==> config.mk <==
export PLATFORM = sky130hd
export DESIGN_NAME = midi_uart_rx
export DESIGN_NICKNAME = d
export VERILOG_FILES = /design/src/rtl/midi_rx_pkg.sv /design/src/rtl/midi_byte_fifo.sv /design/src/rtl/midi_uart_rx.sv
export SDC_FILE = /design/constraint.sdc
export NUM_CORES = 1
export LEC_CHECK = 0
export BUFFER_PORTS_ARGS = -buffer_cell sky130_fd_sc_hd__buf_2
export CELL_PAD_IN_SITES_DETAIL_PLACEMENT = 1
export CELL_PAD_IN_SITES_GLOBAL_PLACEMENT = 2
export CORE_MARGIN = 4
export CORE_UTILIZATION = 30
export CTS_CLUSTER_SIZE = 20
export DETAILED_ROUTE_END_ITERATION = 12
export GPL_TIMING_DRIVEN = 1
export PLACE_DENSITY = 0.63
export SLEW_MARGIN = 0
export SYNTH_ARGS = -nofsm -noshare
export SYNTH_HDL_FRONTEND = slang
export SYNTH_SLANG_ARGS = --single-unit
==> constraint.sdc <==
create_clock -name data_clk -period 6.1 [get_ports data_clk]
set_input_delay 0.305 -clock data_clk [delete_from_list [all_inputs] [get_ports data_clk]]
set_output_delay 0.305 -clock data_clk [all_outputs]
set_load 0.1 [all_outputs]
==> src/rtl/midi_rx_pkg.sv <==
// rtl/midi_rx_pkg.sv - shared types and helpers for the MIDI UART receiver
package midi_rx_pkg;

    typedef enum logic [2:0] {
        IDLE,
        START,
        DATA,
        STOP,
        BREAK
    } rx_state_t;

    localparam logic [7:0] MIDI_CLOCK     = 8'hF8;
    localparam logic [7:0] MIDI_ACT_SENSE = 8'hFE;

    // Bits needed to hold 0..n-1; never less than one.
    function automatic int cnt_width(input int n);
        int w;
        w = 1;
        while ((1 << w) < n) w++;
        return w;
    endfunction

endpackage

==> src/rtl/midi_byte_fifo.sv <==
// rtl/midi_byte_fifo.sv - first-word-fall-through byte FIFO with push/pop, level and overrun pulse
module midi_byte_fifo
    import midi_rx_pkg::*;
#(
    parameter int DEPTH = 8
) (
    input  logic                     clk_i,
    input  logic                     reset_n_i,
    input  logic                     push_i,
    input  logic [7:0]               push_data_i,
    input  logic                     pop_i,
    output logic                     rd_ready_o,
    output logic [7:0]               rd_data_o,
    output logic [$clog2(DEPTH):0]   level_o,
    output logic                     overrun_o
);
    localparam int AW = cnt_width(DEPTH);
    localparam logic [AW:0] FULL_LVL = (AW+1)'(DEPTH);

    logic [7:0]    mem_q [DEPTH];
    logic [AW-1:0] wr_q, wr_d, rd_q, rd_d;
    logic [AW:0]   count_q, count_d;
    logic          overrun_q, overrun_d;
    logic          empty, full, do_pop, do_push;

    always_comb begin
        empty     = (count_q == '0);
        full      = (count_q == FULL_LVL);
        do_pop    = pop_i && !empty;
        // A full FIFO still accepts a push when the head leaves in the same cycle.
        do_push   = push_i && (!full || do_pop);
        overrun_d = push_i && full && !do_pop;
        wr_d      = do_push ? wr_q + 1'b1 : wr_q;
        rd_d      = do_pop ? rd_q + 1'b1 : rd_q;
        count_d   = count_q + {{AW{1'b0}}, do_push} - {{AW{1'b0}}, do_pop};
    end

    always_ff @(posedge clk_i) begin
        if (!reset_n_i) begin
            wr_q      <= '0;
            rd_q      <= '0;
            count_q   <= '0;
            overrun_q <= 1'b0;
        end else begin
            wr_q      <= wr_d;
            rd_q      <= rd_d;
            count_q   <= count_d;
            overrun_q <= overrun_d;
        end
    end

    always_ff @(posedge clk_i) begin
        if (reset_n_i && do_push) begin
            mem_q[wr_q] <= push_data_i;
        end
    end

    assign rd_ready_o = !empty;
    assign rd_data_o  = empty ? 8'h00 : mem_q[rd_q];
    assign level_o    = count_q;
    assign overrun_o  = overrun_q;

endmodule

==> src/rtl/midi_uart_rx.sv <==
// rtl/midi_uart_rx.sv - MIDI 8N1 receiver feeding a FWFT byte FIFO; define MIDI_RT_FILTER_EN to drop F8/FE bytes
module midi_uart_rx
    import midi_rx_pkg::*;
#(
    parameter int CLK_HZ     = 50000000,
    parameter int BAUD       = 31250,
    parameter int FIFO_DEPTH = 8
) (
    input  logic                          data_clk,
    input  logic                          reset_n,
    input  logic                          midi_rxd,
    output logic                          byte_ready,
    output logic [7:0]                    byte_out,
    input  logic                          byte_ack,
    output logic [$clog2(FIFO_DEPTH):0]   fifo_level,
    output logic                          framing_err,
    output logic                          overrun
);
    localparam int DIV  = CLK_HZ / BAUD;
    localparam int HALF = DIV / 2;
    localparam int BW   = cnt_width(DIV);
    localparam logic [BW-1:0] BAUD_LAST = BW'(DIV - 1);
    localparam logic [BW-1:0] HALF_LAST = BW'(HALF - 1);

    logic [1:0]    sync_q;
    logic          rx_s;
    rx_state_t     state_q, state_d;
    logic [BW-1:0] baud_q, baud_d;
    logic [2:0]    bit_q, bit_d;
    logic [7:0]    shift_q, shift_d;
    logic          push_q, push_d;
    logic          ferr_q, ferr_d;
    logic          keep;

    assign rx_s = sync_q[1];

`ifdef MIDI_RT_FILTER_EN
    assign keep = (shift_q != MIDI_CLOCK) && (shift_q != MIDI_ACT_SENSE);
`else
    assign keep = 1'b1;
`endif

    always_ff @(posedge data_clk) begin
        if (!reset_n) begin
            sync_q  <= 2'b11;
            state_q <= IDLE;
            baud_q  <= '0;
            bit_q   <= '0;
            shift_q <= '0;
            push_q  <= 1'b0;
            ferr_q  <= 1'b0;
        end else begin
            sync_q  <= {sync_q[0], midi_rxd};
            state_q <= state_d;
            baud_q  <= baud_d;
            bit_q   <= bit_d;
            shift_q <= shift_d;
            push_q  <= push_d;
            ferr_q  <= ferr_d;
        end
    end

    always_comb begin
        state_d = state_q;
        baud_d  = baud_q;
        bit_d   = bit_q;
        shift_d = shift_q;
        push_d  = 1'b0;
        ferr_d  = 1'b0;
        case (state_q)
            IDLE: begin
                baud_d = '0;
                if (!rx_s) state_d = START;
            end
            START: begin
                if (baud_q == HALF_LAST) begin
                    baud_d  = '0;
                    bit_d   = '0;
                    state_d = rx_s ? IDLE : DATA;
                end else begin
                    baud_d = baud_q + 1'b1;
                end
            end
            DATA: begin
                if (baud_q == BAUD_LAST) begin
                    baud_d  = '0;
                    shift_d = {rx_s, shift_q[7:1]};
                    if (bit_q == 3'd7) state_d = STOP;
                    else               bit_d   = bit_q + 3'd1;
                end else begin
                    baud_d = baud_q + 1'b1;
                end
            end
            STOP: begin
                if (baud_q == BAUD_LAST) begin
                    baud_d = '0;
                    if (rx_s) begin
                        push_d  = keep;
                        state_d = IDLE;
                    end else begin
                        ferr_d  = 1'b1;
                        state_d = BREAK;
                    end
                end else begin
                    baud_d = baud_q + 1'b1;
                end
            end
            BREAK: begin
                // Held-low line: stay here so a long break reports only once.
                baud_d = '0;
                if (rx_s) state_d = IDLE;
            end
            default: state_d = IDLE;
        endcase
    end

    midi_byte_fifo #(
        .DEPTH(FIFO_DEPTH)
    ) u_fifo (
        .clk_i       (data_clk),
        .reset_n_i   (reset_n),
        .push_i      (push_q),
        .push_data_i (shift_q),
        .pop_i       (byte_ack),
        .rd_ready_o  (byte_ready),
        .rd_data_o   (byte_out),
        .level_o     (fifo_level),
        .overrun_o   (overrun)
    );

    assign framing_err = ferr_q;

endmodule

==> flow_metrics.py <==
metrics = {
    "clock_network": {
        "clk_pin_slew_ps": 70,
        "cts_resized": 0,
        "ctsLongestPathBuffers": 2,
        "cts_root_buf": "clkbuf_16",
        "ctsHoldBuffers": 0,
        "cts_setup_buffers": 0,
        "numCtsBuffers": 9,
        "clk_latency_ps": 350,
        "tritoncts": "yes",
        "htreeDepth": 3,
        "clock_sinks": 107,
    },
    "yosys": {
        "synth-main-ff-cell": "edfxtp_1",
        "yosysSeqAreaShare": 0.607,
        "ys_seq_elements": 107,
        "syn_area_um2": 4590,
        "yosys.area.top_type": "edfxtp_1",
        "syn-instance-count": 340,
        "yosys.area.top_type_share": 0.419,
        "async_flop_share": 0,
        "ys_top_cells_by_count": "64 x edfxtp_1, 43 x dfxtp_1, 28 x nor2_1, 18 x nand2_1, 17 x mux2i_1",
        "syn_nets": 355,
        "syn_area_per_cell_um2": 13.5,
        "yosysMostFrequentCell": "edfxtp_1",
        "ys_types": 48,
        "yosys-top-cells-area": "edfxtp_1 42%, dfxtp_1 19%, mux4_2 7.9%",
        "ys_warn_count": 0,
        "synth_edf_count": 64,
    },
    "placement": {
        "gp_congestion": 0.731,
        "port-buffer-count": 18,
        "dpl_cell_area_um2": 4830,
        "hpwl_mm": 6.18,
    },
    "power": {
        "seq_power_share": 0.410,
        "powerDensity_nw_per_um2": 394,
        "intPower_uw": 1230,
        "pwr-share-clk": 0.286,
        "power.leakage_uw": 0.00169,
        "swShare": 0.391,
        "power.switching_uw": 790,
        "p_comb_frac": 0.304,
        "totalPowerFinal_uw": 2020,
        "vdd_drop_max_mv": 0.167,
    },
    "grt": {
        "grt.overflow.total": 0,
        "grt_pass1_vias": 2773,
        "grt_start_max_net_pins": 38,
        "grt_first_pass_wirelength_mm": 14.7,
        "antenna_found_initial": 0,
        "grt_use_total": 0.108,
    },
    "floorplan": {
        "die-area_um2": 17300,
        "initial_utilization": 0.311,
        "rows": 44,
        "die_w_um": 132,
        "dieHeight_um": 132,
        "io_pins": 19,
        "core_area_um2": 14800,
    },
    "final_layout": {
        "regArea_um2": 2780,
        "fin_util": 0.348,
        "layout-drive-gt1-share": 0.151,
        "diodes": 0,
        "nets": 368,
        "stdcell_area_um2": 5130,
        "fill_cells": 1576,
        "synthToLayoutAreaGrowth_pct": 11.9,
        "multi_input_area_um2": 1690,
    },
    "route": {
        "drtAntennaViolNets": 0,
        "drcViolationCount": 0,
        "drtIter0Drc": 97,
        "drt-pass1-iter-count": 4,
        "wirelength_mm": 8.68,
        "post_drt_wl_per_cell_um": 16.0,
        "num_vias": 2594,
        "vias_per_cell": 4.79,
    },
    "critical_path": {
        "crit_path_start_kind": "flop",
        "crit_type": "reg2out",
        "worst-path-max-fanout": 16,
        "cp.required_ps": 5790,
        "critical_path_arrival_ps": 2530,
        "crit_path_end_kind": "output port",
    },
    "timing": {
        "setup_viol": 0,
        "period_needed_ps": 2830,
        "skew_ps": 6.72,
        "setup_tns_ps": 0,
        "period_share": 0.465,
        "drv_slew": 0,
        "worst_slew_pin_slew_ps": 1080,
        "rsz0062_at_grt": "no",
        "relSlewSlack": 0.276,
        "fmax_ghz": 0.353,
        "finalHoldViolations": 0,
    },
    "outcome": {
        "outcome": "completed",
    },
    "min_path": {
        "hold_class": "in2reg",
    },
    "flow_run": {
        "maxCapViolations": 0,
    },
}
-- routing by layer --
metal	routed length, um	global-route usage
met1	4200	0.139
met2	4090	0.174
met3	238	0.0306
met4	144	0.0403
met5	0	0
-- power by group through the flow --
stage | Clock (uW) | Sequential, uW | Combinational [uW]
finish | 578 | 829 | 616
global route | 633 | 840 | 650
CTS | 600 | 834 | 623
detailed placement | 0 | 850 | 622
global placement | 0 | 850 | 618
floorplan | 0 | 878 | 500
-- final timing paths --
| kind | start | end | slack (ps) | depth (start not counted) |
|---|---|---|---|---|
| max | flop | byte_out[2] | 3270 | 4 |
| max reg2reg | u_fifo.level_o[2]$_SDFF_PN0_ | u_fifo.mem_q[0][7]$_DFFE_PP_ | 3420 | 6 |
| min | midi_rxd | sync_q[0]$_SDFF_PN1_ | 130 | 2 |
| min reg2reg | sync_q[0]$_SDFF_PN1_ | sync_q[1]$_SDFF_PN1_ | 420 | 1 |
-- registers in the layout, indices dropped and copies added, names as in the netlist, named ones only --
register and flops:
shift_q 8, state_q 3, u_fifo.rd_q 3, framing_err 1, sync_q 2, u_fifo.mem_q 64, u_fifo.wr_q 3, push_q 1
baud_q 11, u_fifo.overrun_o 1, bit_q 3, u_fifo.level_o 4
-- kinds of logic (layout without fill, tap and decap cells) --
kind of cell    Yosys count  after routing  synth area share
compound gates           29             29            0.0428
xor+xnor                 11             11            0.0210
fa+ha+maj                11             11            0.0316
buf+inv                  24             42            0.0243
flops                   107            107             0.607
mux                      34             34             0.118
simple gates            124            124             0.155
-- metrics by stage --
stage	instances	setup slack, ps	hold slack [ps]
global placement	526	3410	391
global route	542	3010	138
CTS	542	3140	121
floorplan	340	2510	386
finish	542	3270	134
detailed placement	526	3350	405
-- cell usage in the layout (no fill, tap or decap), drive strengths merged, types with 11 or more instances in the layout --
cell type   n
buf        18
mux2i      17
inv        11
edfxtp     64
nand3      11
nor2       29
nor2b      13
nand2      18
mux4       16
dfxtp      43
-- critical path, cell delays in order (launching register included) --
cell and delay [ps]:
dfxtp_1 1030, mux4_2 620, mux2i_1 150, nor2_1 70, buf_2 310
-- final cells by class --
type                       count  share of cell area
multi-input combinational    209               0.330
clock inverter                 7              0.0158
inverter                       8             0.00585
sequential                   107               0.542
clock buffer                   9              0.0439
timing repair buffer          18              0.0176
tap                          184              0.0449
Note: power is estimated with default switching activity, not from simulation.
